$ cat src/rtl/alu_op_sequencer_pkg.sv
// Shared definitions for the ALU command sequencer: ALU opcodes,
// sequencer state encoding and response flag bit positions.
package alu_op_sequencer_pkg;

   // 4-bit opcodes understood by the 32-bit ALU
   localparam logic [3:0] OP_NOOP         = 4'd0;
   localparam logic [3:0] OP_RESET        = 4'd1;
   localparam logic [3:0] OP_OR           = 4'd3;
   localparam logic [3:0] OP_AND          = 4'd5;
   localparam logic [3:0] OP_ADD          = 4'd6;
   localparam logic [3:0] OP_SUB          = 4'd8;
   localparam logic [3:0] OP_EQUAL        = 4'd12;
   localparam logic [3:0] OP_GREATER_THAN = 4'd13;
   localparam logic [3:0] OP_LESS_THAN    = 4'd14;
   localparam logic [3:0] OP_ERROR        = 4'd15;

   typedef enum logic [1:0] {
      IDLE = 2'd0,
      EXEC = 2'd1,
      RESP = 2'd2
   } state_t;

   // Bit positions inside rsp_flags = {illegal, overflow, carry, zero}
   localparam int FLAG_ZERO    = 0;
   localparam int FLAG_CARRY   = 1;
   localparam int FLAG_OVF     = 2;
   localparam int FLAG_ILLEGAL = 3;

   // True for opcodes whose ALU result is taken into the accumulator
   function automatic logic is_alu_op(input logic [3:0] op);
      case (op)
         OP_OR, OP_AND, OP_ADD, OP_SUB,
         OP_EQUAL, OP_GREATER_THAN, OP_LESS_THAN: is_alu_op = 1'b1;
         default:                                 is_alu_op = 1'b0;
      endcase
   endfunction

endpackage

$ cat src/rtl/alu_op_sequencer_if.sv
// Bundle of the command handshake, response handshake and ALU bus
// seen by the sequencer. slave = sequencer side, master = surroundings.
interface alu_op_sequencer_if;
   logic        cmd_valid;
   logic        cmd_ready;
   logic [3:0]  cmd_op;
   logic [31:0] cmd_a;
   logic [31:0] cmd_b;
   logic        cmd_use_acc;

   logic [31:0] alu_a;
   logic [31:0] alu_b;
   logic [3:0]  alu_op;
   logic [31:0] alu_result;
   logic        alu_zero;
   logic        alu_carry;
   logic        alu_overflow;

   logic        rsp_valid;
   logic        rsp_ready;
   logic [31:0] rsp_result;
   logic [3:0]  rsp_flags;

   modport slave (
      input  cmd_valid, cmd_op, cmd_a, cmd_b, cmd_use_acc,
      input  alu_result, alu_zero, alu_carry, alu_overflow,
      input  rsp_ready,
      output cmd_ready, alu_a, alu_b, alu_op,
      output rsp_valid, rsp_result, rsp_flags
   );

   modport master (
      output cmd_valid, cmd_op, cmd_a, cmd_b, cmd_use_acc,
      output alu_result, alu_zero, alu_carry, alu_overflow,
      output rsp_ready,
      input  cmd_ready, alu_a, alu_b, alu_op,
      input  rsp_valid, rsp_result, rsp_flags
   );
endinterface

$ cat src/rtl/alu_op_sequencer_settle_counter.sv
// 4-bit loadable down-counter that times how long the ALU inputs are
// held. Stops at zero; tc is high while the count is zero.
module sequencer_settle_counter (
   input  logic       clk,
   input  logic       reset,
   input  logic       load,
   input  logic       en,
   input  logic [3:0] load_val,
   output logic       tc
);

   logic [3:0] count_reg;

   // Load on command accept, otherwise count down while enabled
   always_ff @(posedge clk or negedge reset) begin
      if (!reset) begin
         count_reg <= 4'd0;
      end else if (load) begin
         count_reg <= load_val;
      end else if (en && (count_reg != 4'd0)) begin
         count_reg <= count_reg - 4'd1;
      end
   end

   assign tc = (count_reg == 4'd0);

endmodule

$ cat src/rtl/alu_op_sequencer.sv
// Command-side stage in front of the 32-bit ALU: latches a command onto
// the ALU inputs, waits SETTLE_CYCLES, captures result and flags into the
// accumulator, then hands a response back.
module alu_op_sequencer
   import alu_op_sequencer_pkg::*;
#(
   parameter int SETTLE_CYCLES = 2,   // legal range 1..15
   parameter int WIDTH         = 32   // fixed at 32
) (
   input  logic                 clk,
   input  logic                 reset,
   alu_op_sequencer_if.slave    bus,
   output logic [15:0]          op_count
);

   localparam logic [3:0] SETTLE_LOAD = 4'(SETTLE_CYCLES - 1);

   state_t            state_reg;
   logic              cmd_ready_reg;
   logic [WIDTH-1:0]  alu_a_reg;
   logic [WIDTH-1:0]  alu_b_reg;
   logic [3:0]        alu_op_reg;
   logic [WIDTH-1:0]  acc_reg;
   logic [3:0]        flags_reg;
   logic              rsp_valid_reg;
   logic [15:0]       op_count_reg;

   logic [WIDTH-1:0]  acc_next;
   logic [3:0]        flags_next;
   logic              accept;
   logic              settle_done;

   assign accept = (state_reg == IDLE) && bus.cmd_valid && cmd_ready_reg;

   sequencer_settle_counter u_settle (
      .clk      (clk),
      .reset    (reset),
      .load     (accept),
      .en       (state_reg == EXEC),
      .load_val (SETTLE_LOAD),
      .tc       (settle_done)
   );

   // Accumulator/flag values to capture, decided by the held opcode
   always_comb begin
      acc_next   = acc_reg;
      flags_next = 4'b0000;
      case (alu_op_reg)
         OP_NOOP: begin
            flags_next[FLAG_ZERO] = (acc_reg == '0);
         end
         OP_RESET: begin
            acc_next              = '0;
            flags_next[FLAG_ZERO] = 1'b1;
         end
         default: begin
            if (is_alu_op(alu_op_reg)) begin
               acc_next               = bus.alu_result;
               flags_next[FLAG_ZERO]  = bus.alu_zero;
               flags_next[FLAG_CARRY] = bus.alu_carry;
               flags_next[FLAG_OVF]   = bus.alu_overflow;
            end else begin
               // ERROR and unassigned codes: ALU output is not trusted
               flags_next[FLAG_ILLEGAL] = 1'b1;
            end
         end
      endcase
   end

   // Sequencer FSM; cmd_ready rises one cycle after entering IDLE
   always_ff @(posedge clk or negedge reset) begin
      if (!reset) begin
         state_reg     <= IDLE;
         cmd_ready_reg <= 1'b0;
         alu_a_reg     <= '0;
         alu_b_reg     <= '0;
         alu_op_reg    <= OP_NOOP;
         acc_reg       <= '0;
         flags_reg     <= 4'b0000;
         rsp_valid_reg <= 1'b0;
         op_count_reg  <= 16'd0;
      end else begin
         case (state_reg)
            IDLE: begin
               if (accept) begin
                  alu_op_reg    <= bus.cmd_op;
                  alu_b_reg     <= bus.cmd_b;
                  alu_a_reg     <= bus.cmd_use_acc ? acc_reg : bus.cmd_a;
                  cmd_ready_reg <= 1'b0;
                  state_reg     <= EXEC;
               end else begin
                  cmd_ready_reg <= 1'b1;
               end
            end
            EXEC: begin
               if (settle_done) begin
                  acc_reg       <= acc_next;
                  flags_reg     <= flags_next;
                  rsp_valid_reg <= 1'b1;
                  state_reg     <= RESP;
               end
            end
            RESP: begin
               if (bus.rsp_ready) begin
                  rsp_valid_reg <= 1'b0;
                  op_count_reg  <= op_count_reg + 16'd1;
                  state_reg     <= IDLE;
               end
            end
            default: begin
               cmd_ready_reg <= 1'b0;
               rsp_valid_reg <= 1'b0;
               state_reg     <= IDLE;
            end
         endcase
      end
   end

   assign bus.cmd_ready  = cmd_ready_reg;
   assign bus.alu_a      = alu_a_reg;
   assign bus.alu_b      = alu_b_reg;
   assign bus.alu_op     = alu_op_reg;
   assign bus.rsp_valid  = rsp_valid_reg;
   assign bus.rsp_result = acc_reg;
   assign bus.rsp_flags  = flags_reg;
   assign op_count       = op_count_reg;

endmodule

$ cat src/flat_wrapper.sv
// flat-port wrapper written by rule: the top's interface ports become plain ports
module alu_op_sequencer_flat import alu_op_sequencer_pkg::*;
#(
   parameter int SETTLE_CYCLES = 2,                       
   parameter int WIDTH         = 32                 
)
  (clk, reset, op_count, bus_cmd_valid, bus_cmd_op, bus_cmd_a, bus_cmd_b, bus_cmd_use_acc, bus_alu_result, bus_alu_zero, bus_alu_carry, bus_alu_overflow, bus_rsp_ready, bus_cmd_ready, bus_alu_a, bus_alu_b, bus_alu_op, bus_rsp_valid, bus_rsp_result, bus_rsp_flags);
  alu_op_sequencer_if bus_i ();
  input  logic clk;
  input  logic reset;
  output logic [15:0] op_count;
  input wire logic [$bits(bus_i.cmd_valid)-1:0] bus_cmd_valid;
  input wire logic [$bits(bus_i.cmd_op)-1:0] bus_cmd_op;
  input wire logic [$bits(bus_i.cmd_a)-1:0] bus_cmd_a;
  input wire logic [$bits(bus_i.cmd_b)-1:0] bus_cmd_b;
  input wire logic [$bits(bus_i.cmd_use_acc)-1:0] bus_cmd_use_acc;
  input wire logic [$bits(bus_i.alu_result)-1:0] bus_alu_result;
  input wire logic [$bits(bus_i.alu_zero)-1:0] bus_alu_zero;
  input wire logic [$bits(bus_i.alu_carry)-1:0] bus_alu_carry;
  input wire logic [$bits(bus_i.alu_overflow)-1:0] bus_alu_overflow;
  input wire logic [$bits(bus_i.rsp_ready)-1:0] bus_rsp_ready;
  output wire logic [$bits(bus_i.cmd_ready)-1:0] bus_cmd_ready;
  output wire logic [$bits(bus_i.alu_a)-1:0] bus_alu_a;
  output wire logic [$bits(bus_i.alu_b)-1:0] bus_alu_b;
  output wire logic [$bits(bus_i.alu_op)-1:0] bus_alu_op;
  output wire logic [$bits(bus_i.rsp_valid)-1:0] bus_rsp_valid;
  output wire logic [$bits(bus_i.rsp_result)-1:0] bus_rsp_result;
  output wire logic [$bits(bus_i.rsp_flags)-1:0] bus_rsp_flags;
  assign bus_i.cmd_valid = bus_cmd_valid;
  assign bus_i.cmd_op = bus_cmd_op;
  assign bus_i.cmd_a = bus_cmd_a;
  assign bus_i.cmd_b = bus_cmd_b;
  assign bus_i.cmd_use_acc = bus_cmd_use_acc;
  assign bus_i.alu_result = bus_alu_result;
  assign bus_i.alu_zero = bus_alu_zero;
  assign bus_i.alu_carry = bus_alu_carry;
  assign bus_i.alu_overflow = bus_alu_overflow;
  assign bus_i.rsp_ready = bus_rsp_ready;
  assign bus_cmd_ready = bus_i.cmd_ready;
  assign bus_alu_a = bus_i.alu_a;
  assign bus_alu_b = bus_i.alu_b;
  assign bus_alu_op = bus_i.alu_op;
  assign bus_rsp_valid = bus_i.rsp_valid;
  assign bus_rsp_result = bus_i.rsp_result;
  assign bus_rsp_flags = bus_i.rsp_flags;
  alu_op_sequencer #(.SETTLE_CYCLES(SETTLE_CYCLES), .WIDTH(WIDTH)) u_core (.clk(clk), .reset(reset), .bus(bus_i), .op_count(op_count));
endmodule
$ cat config.mk
export PLATFORM = sky130hd
export DESIGN_NAME = alu_op_sequencer_flat
export DESIGN_NICKNAME = d
export VERILOG_FILES = /design/src/rtl/alu_op_sequencer_pkg.sv /design/src/rtl/alu_op_sequencer_if.sv /design/src/rtl/alu_op_sequencer_settle_counter.sv /design/src/rtl/alu_op_sequencer.sv /design/src/flat_wrapper.sv
export SDC_FILE = /design/constraint.sdc
export NUM_CORES = 1
export LEC_CHECK = 0
export CORE_AREA = 5 5 92 158
export DETAILED_ROUTE_END_ITERATION = 12
export DIE_AREA = 0 0 97 163
export GPL_TIMING_DRIVEN = 0
export PLACE_DENSITY = 0.89
export SKIP_LAST_GASP = 1
export SYNTH_ARGS = -nofsm -noshare
export SYNTH_HDL_FRONTEND = slang
export SYNTH_HIERARCHICAL = 1
export SYNTH_SLANG_ARGS = --single-unit
$ cat constraint.sdc
create_clock -name clk -period 2.77 [get_ports clk]
set_input_delay 0.277 -clock clk [delete_from_list [all_inputs] [get_ports clk]]
set_output_delay 0.277 -clock clk [all_outputs]
set_load 0.005 [all_outputs]
[Word-level counts from Yosys, hierarchy flattened]
Index checks and enable logic that the tools add are counted.
Cells by class
  $add $sub $neg: 2
  eq/ne operators: 13
  mux-type cells: 20
  bitwise operators: 2
  reductions and logical operators: 19
Operator list (count)
  $mux 32: 2
  $pmux 32 s2: 1
  $logic_not 32->1: 1
  $add 16x1->16 const B: 1
  $eq 4x4->1 const B: 4
  $eq 4x3->1 const B: 2
  $logic_not 4->1: 2
  $mux 4: 2
  $reduce_or 7->1: 1
  $mux 1: 6
  $mux 2: 3
  $mux 3: 2
  $pmux 2 s3: 1
  $reduce_and 2->1: 3
  $reduce_and 3->1: 2
  $eq 4x1->1 const B: 1
  $eq 4x2->1 const B: 1
  $ne 2x1->1 const B: 2
  $pmux 1 s2: 2
  $reduce_and 4->1: 1
  $reduce_bool 2->1: 2
  $reduce_bool 4->1: 1
  $reduce_or 2->1: 2
  $sub 4x1->4 const B: 1
  other kinds (7): 10
Storage, ports and cells
  register bits: 128
  bits of input ports: 108
  output and inout port bits: 122
  logic and storage cells: 66

[Depth between registers and ports, before layout]
Gate-level depths: netlist (run 1).
  depth in word-level cells: 6
  mapped depth: 8
  depth with buffers taken out: 6

[Hierarchy]
Netlist (run 1), hierarchy kept.
Modules (own cells, without submodules)
  alu_op_sequencer: times used 1, cells an instance 416, area an instance 5240.0 um^2, seq. area each 3103.0 um^2
  sequencer_settle_counter: times used 1, cells an instance 27, area an instance 270.3 um^2, seq. area each 100.1 um^2

[Least setup slack after synthesis (run 1)]
Ideal clock, no wire load.
  path type: flip-flop to flip-flop
  start point: register u_core.state_reg[0]
  end point: register u_core.u_settle.count_reg[1]
  library setup time: 80 ps
  arrival: 1851 ps
  required time: 2690 ps
  setup slack: 839 ps
  cell stages (with the launch flop): 9
  path buffers: 2
  clock period less this slack: 1931 ps
  cell sequence: dfrtp_1 > inv_1 > ha_1 > nand3_1 > inv_2 > buf_2 > buf_6 > or4_1 > o211ai_2
Between the ends
  longest elaborated chain between the ends: 4
  elaborated cells on any way between the ends: 7
  classes of those cells: 1 x eq/ne; 1 x mux; 5 x reduce/logical
RTL lines
  start: declaration: line alu_op_sequencer.sv:18  | state_t state_reg;
  start signal: assignment: line alu_op_sequencer.sv:73  | state_reg <= IDLE;
  start signal: assignment: line alu_op_sequencer.sv:90  | state_reg <= EXEC;
  start signal: assignment: line alu_op_sequencer.sv:100  | state_reg <= RESP;
  $logic_not 2->1 *: line alu_op_sequencer.sv:33  | assign accept = (state_reg == IDLE) && bus.cmd_valid && cmd_ready_reg;
  $logic_and 1x1->1 * (2 in a row): line alu_op_sequencer.sv:33
  via u_core.accept: line alu_op_sequencer.sv:30  | logic accept;
  $mux 4 or $reduce_bool 2->1 (tied branches)
  end signal: assignment: line alu_op_sequencer_settle_counter.sv:19  | count_reg <= load_val;
  end signal: assignment: line alu_op_sequencer_settle_counter.sv:21  | count_reg <= count_reg - 4'd1;
  end: declaration: line alu_op_sequencer_settle_counter.sv:12  | logic [3:0] count_reg;
The timed path passes the listed nets; every way through them passes the cells marked *.
A chain may end at the register's enable or synchronous reset.

[Worst setup path after layout (run 1)]
  start point: register u_core.u_settle.count_reg[0]
  end point: register u_core.acc_reg[3], in the netlist u_core/bus.rsp_result[3]
Between the ends
  longest elaborated chain between the ends: 2
RTL lines
  $logic_not 4->1: line alu_op_sequencer_settle_counter.sv:25  | assign tc = (count_reg == 4'd0);
  via u_core.settle_done: line alu_op_sequencer.sv:31  | logic settle_done;
  $reduce_and 4->1 (no source line)
  end signal: assignment: line alu_op_sequencer.sv:97  | acc_reg <= acc_next;
  end: declaration: line alu_op_sequencer.sv:23  | logic [WIDTH-1:0] acc_reg;
The timed path passes the listed nets, and every way through them passes these cells.

==> flow_summary.yaml, run 1 <==
worst_setup_path:
  r2r-end: "u_core/bus.rsp_result[3]"
  reg2reg_slack_ns: 0.45
  worst_ep_required_time_ns: 3.10
  crit_path_max_incr_delay_ns: 0.53
  critPathLaunchType: "flip-flop"
  critPathLaunch: "u_core/u_settle/count_reg[0]"
  cp.arrival_ns: 2.65
  cp_max_fo: 10
  crit_path_cell_trace: "inv_1 > ha_1 > nor3b_2 > nand2_1 > nor2b_4 > buf_6 > a22o_1"
  cp_slowest_cell: "nor3b_2"
  crit_path_end_kind: "flip-flop"
  worst-setup-path-type: "flip-flop to flip-flop"
  cp_top_family: "simple AND/OR/NAND/NOR gates"
  cp_num_buf_inv: 2
  r2r-start: "u_core/u_settle/count_reg[0]"
  worst-r2r-cell-count: 7
final_layout:
  layout-drive-gt1-share: 0.140
  multi_input_area_mm2: 0.00213
  layout.area.seq_mm2: 0.00320
  diodes: 0
  nNetsFinal: 808
  post-route-cell-area_mm2: 0.00871
  final_common_cell: "clkdlybuf4s50_1"
  final_cell_mix: "clkdlybuf4s50_1 (227), dfrtp_1 (128), nand2_1 (50)"
  finalCoreUtilization: 0.658
  final_cell_count_no_fill: 881
  synthToLayoutAreaGrowth_pct: 58.0
  nFillCells: 967
routing:
  vias: 4523
  via_per_inst: 5.13
  drt_pass1_iterations: 4
  ant_nets: 0
  wire_per_inst_um: 18.8
  drc: 0
  drt_iter0_markers: 216
  wl_um: 16600
clock_tree:
  clk_latency_ns: 0.40
  ctsHtreeMaxLevel: 4
  cts.clk_slew.worst_paths_ns: 0.06
  cts_buffer_depth: 2
  cts_sinks: 128
  cts_tree: "done"
  cts-root-buf: "clkbuf_16"
  ctsResizeCount: 0
  cts_buffers: 17
timing:
  rsz0062_at_grt: "false"
  timing.fmax_ghz: 0.431
  fin_crit_ns: 2.32
  hold_viol_final: 0
  finalSetupTns_ns: 0
  setup_viol: 0
  worstMarginPinSlew_ns: 0.612
  min_period_over_period: 0.838
  layout_setup_ws_ns: 0.450
  worst_clock_skew_ns: 0.00927
  maxSlewViolCount: 0
  relSlewSlack: 0.592
  finalHoldWorstSlack_ns: 0.341
run:
  max_cap_violations: 0
place:
  placed_cell_area_mm2: 0.00805
  place_hpwl_um: 12900
  gpl.final_weighted_congestion: 0.843
  io_buffers: 228
  dp.cells: 848
  dp_slack_ns: 0.467
yosys:
  synth_edf_count: 0
  syn_avg_cell_area_um2: 12.4
  synth_cell_types: 47
  postSynthCellCount: 443
  synth-seq-area-share: 0.581
  synth_seq_cells: 128
  async_flop_share: 1.00
  ys_warn_count: 6
  synthFlopType: "dfrtp_1"
  syn_area_mm2: 0.00551
grt:
  grt_pass1_vias: 5038
  grtUsageTotal: 0.213
  grt_pass1_wl_um: 26600
  grt_antenna_before_repair: 0
  grt_max_degree: 66
  grt.overflow.total: 0
hold_path:
  min_to: "u_core/bus.alu_a[0]"
  hp-start: "bus_cmd_use_acc"
  whs_path_depth: 3
  hold_class: "input pin to flip-flop"
outcome:
  status: "complete, no violations"
pwr:
  power_density_mw_per_mm2: 1040
  leakagePower_nw: 3.79
  ir_drop_uv: 693
  totalPowerFinal_mw: 9.01
floorplan:
  die_h_um: 163
  design.die.area_mm2: 0.0158
  num_rows: 56
  io_pins: 230
  start_util: 0.416
  die_w_um: 97
  core_area_mm2: 0.0132
## power by group
group          internal (mW)  total, mW  leakage (nW)  switching (mW)
logic                   2.09       3.38          1.86            1.30
clock network           1.63       2.45         0.312           0.816
registers               2.61       3.18          1.63           0.570
total                   6.33       9.01          3.79            2.68
## final cells by class
class | instances | area share
flip-flops and latches | 128 | 0.368
repair buffers | 230 | 0.267
multi-input cells | 281 | 0.245
clock buffers | 20 | 0.0513
well taps | 174 | 0.0250
clock inverters | 12 | 0.0236
plain buffers | 23 | 0.0157
inverters | 13 | 0.00560
## worst register-to-register path: cells and delay by family, from the launching register on
family | cells | cell delay [ns]
flops | 1 | 0.43
fa+ha+maj | 1 | 0.21
buf+inv | 2 | 0.26
compound gates | 1 | 0.15
simple gates | 3 | 1.21
## cell families after synthesis
family	after synthesis	share of synthesized area
AND/OR/NAND/NOR	100	0.0981
multiplexers	71	0.138
XOR/XNOR	16	0.0254
adder cells (fa/ha/maj)	6	0.0136
other	2	0.00136
buffers and inverters	36	0.0336
flip-flops	128	0.581
AO/OA/AOI/OAI	84	0.109
## repair_timing
action,CTS,global route
hold endpoints to repair,64,0
buffers inserted,0,0
hold buffers,1,0
## cells in the mapped netlist (2+ instances only)
library cell | count | share of area
buf_2 | 10 | 0.0091
xnor2_1 | 8 | 0.013
nor4_1 | 7 | 0.0079
o21ai_0 | 37 | 0.034
a22o_1 | 31 | 0.049
nand2_1 | 50 | 0.034
nor3_1 | 8 | 0.0073
conb_1 | 2 | 0.0014
and3b_2 | 2 | 0.0036
a21oi_1 | 5 | 0.0045
clkbuf_1 | 8 | 0.0054
mux2i_1 | 32 | 0.058
ha_1 | 6 | 0.014
buf_6 | 5 | 0.010
dfrtp_1 | 128 | 0.58
nand3_1 | 4 | 0.0036
nor3b_1 | 2 | 0.0027
a221o_1 | 2 | 0.0036
nand4_1 | 6 | 0.0068
mux2_2 | 39 | 0.080
inv_1 | 12 | 0.0082
xor2_1 | 8 | 0.013
nor2_1 | 7 | 0.0048
## routing by layer
layer	vias up	share of wire	track usage
met3	43	0.063	0.0613
met5	-	0	0
li1	2079	-	-
met1	2206	0.35	0.224
met2	195	0.54	0.383
met4	0	0.042	0.109
## worst max path at each step
stage                                              end  depth (start not counted)
after floorplan           u_core/u_settle/count_reg[1]                          8
after global placement             u_core/op_count[13]                          1
after detailed placement  u_core/u_settle/count_reg[3]                          8
after CTS                 u_core/u_settle/count_reg[3]                          8
after global routing          u_core/bus.rsp_result[8]                          7
final                         u_core/bus.rsp_result[3]                          7
No activity file was read; power rests on OpenSTA's default activity.
==> inputs of run 2 (changes only) <==
- clock period: 2.77 -> 2.4 ns (I/O delays scaled with it)
==> run 2 against run 1 <==
Sequential share of layout area shrank 0.058 points. Global-route usage is the same. Clock-buffer cell count is the same. Sequential power grew 16%. Critical endpoint unchanged. Non-clock buffer count is the same. Clock power grew 15%. Combinational power grew 16%. Largest cell class unchanged. Maximum frequency grew 7.1%. Worst setup slack lost 0.22 ns. Via count grew 0.51%. Largest power group unchanged. First-iteration DRC count grew 12%. Total power grew 16%.
==> flow_summary.yaml, run 2 (synthesized netlist as in run 1, its figures left out) <==
place:
  place_hpwl_um: 12900
  gpl.final_weighted_congestion: 0.843
  dp_slack_ns: 0.0973
  dp.cells: 848
  io_buffers: 228
floorplan:
  core_area_mm2: 0.0132
  num_rows: 56
  design.die.area_mm2: 0.0158
  io_pins: 230
  start_util: 0.416
  die_h_um: 163
  die_w_um: 97
clock_tree:
  cts_buffers: 17
  cts_buffer_depth: 2
  post_cts_buffers: 0
  clk_latency_ns: 0.40
  cts_tree: "done"
  cts.clk_slew.worst_paths_ns: 0.06
  cts-root-buf: "clkbuf_16"
  ctsHtreeMaxLevel: 4
  cts_sinks: 128
pwr:
  power_density_mw_per_mm2: 1200
  totalPowerFinal_mw: 10.4
  leakagePower_nw: 3.80
  ir_drop_uv: 804
worst_setup_path:
  cp.arrival_ns: 2.49
  crit_path_end_kind: "flip-flop"
  worst-setup-path-type: "flip-flop to flip-flop"
  critPathLaunchType: "flip-flop"
  cp_max_fo: 10
  worst_ep_required_time_ns: 2.73
routing:
  drt_pass1_iterations: 5
  vias: 4546
  ant_nets: 0
  wl_um: 16600
  drt_iter0_markers: 241
  wire_per_inst_um: 18.8
  via_per_inst: 5.16
  drc: 0
timing:
  finalHoldWorstSlack_ns: 0.303
  layout_setup_ws_ns: 0.234
  worst_clock_skew_ns: 0.00926
  min_period_over_period: 0.902
  maxSlewViolCount: 0
  relSlewSlack: 0.590
  fin_crit_ns: 2.17
  timing.fmax_ghz: 0.462
  hold_viol_final: 0
  setup_viol: 0
  rsz0062_at_grt: "false"
  worstMarginPinSlew_ns: 0.615
grt:
  grt_pass1_vias: 5038
  grt_pass1_wl_um: 26600
  grt_max_degree: 66
  grtUsageTotal: 0.213
  grt.overflow.total: 0
  grt_antenna_before_repair: 0
final_layout:
  layout-drive-gt1-share: 0.141
  final_cell_count_no_fill: 881
  nFillCells: 966
  final_common_cell: "clkdlybuf4s50_1"
  layout.area.seq_mm2: 0.00320
  multi_input_area_mm2: 0.00214
  nNetsFinal: 808
  final_cell_mix: "clkdlybuf4s50_1 (227), dfrtp_1 (128), nand2_1 (50)"
  finalCoreUtilization: 0.659
  synthToLayoutAreaGrowth_pct: 58.3
  diodes: 0
outcome:
  status: "complete, no violations"
run:
  max_cap_violations: 0
hold_path:
  hold_class: "input pin to flip-flop"
[run 2: through the flow]
| step | setup TNS, ns | area [µm²] |
|---|---|---|
| after floorplan | 0 | 5520 |
| after global placement | -466.11 | 8020 |
| after detailed placement | 0 | 8050 |
| after CTS | 0 | 8710 |
| after global routing | 0 | 8720 |
| final | 0 | 8720 |
[run 2: cell type report]
type                            instances  share of cell area
Sequential cell                       128               0.367
Timing Repair Buffer                  230               0.266
Multi-Input combinational cell        281               0.245
Clock buffer                           20              0.0512
Tap cell                              174              0.0250
Clock inverter                         12              0.0235
Buffer                                 23              0.0156
Inverter                               13             0.00588
[run 2: power by group]
group,internal [mW],switching (mW)
Sequential,3.02,0.666
Clock,1.88,0.941
Combinational,2.42,1.50
Total,7.32,3.11
[run 2: what timing repair did]
item                                    CTS  global route
hold endpoints to repair                 64             0
endpoints found under the setup margin    0            34
gates resized for setup                   0             3
hold buffers                              1             0
[run 2: path summary, 6_finish.rpt]
path | startpoint | endpoint | slack (ns) | cells past startpoint
max in group asynchronous | reset | u_core/bus.rsp_result[21] | 1.25 | 3
setup reg to reg | u_core/u_settle/count_reg[0] | u_core/bus.rsp_result[3] | 0.23 | 7
hold / removal | bus_cmd_use_acc | u_core/bus.alu_a[0] | 0.30 | 3
min in group asynchronous | reset | u_core/bus.alu_a[11] | 0.42 | 2
setup / recovery | u_core/u_settle/count_reg[0] | u_core/bus.rsp_result[3] | 0.23 | 7
hold reg to reg | u_core/bus.alu_a[3] | u_core/bus.alu_a[3] | 0.48 | 2
[run 2: critical path, cell delays in order, from the launching register on]
cell and delay, ns:
dfrtp_1 0.43, inv_1 0.08, ha_1 0.22, nor3b_4 0.42, nand2_1 0.33, nor2b_4 0.28, buf_6 0.18, a22o_1 0.15
[run 2: layer usage]
layer	GRT usage	vias up	wire [µm]
li1	-	2082	-
met1	0.224	2237	5850
met2	0.383	186	9020
met3	0.0613	41	1040
met4	0.109	0	695
met5	0	-	0
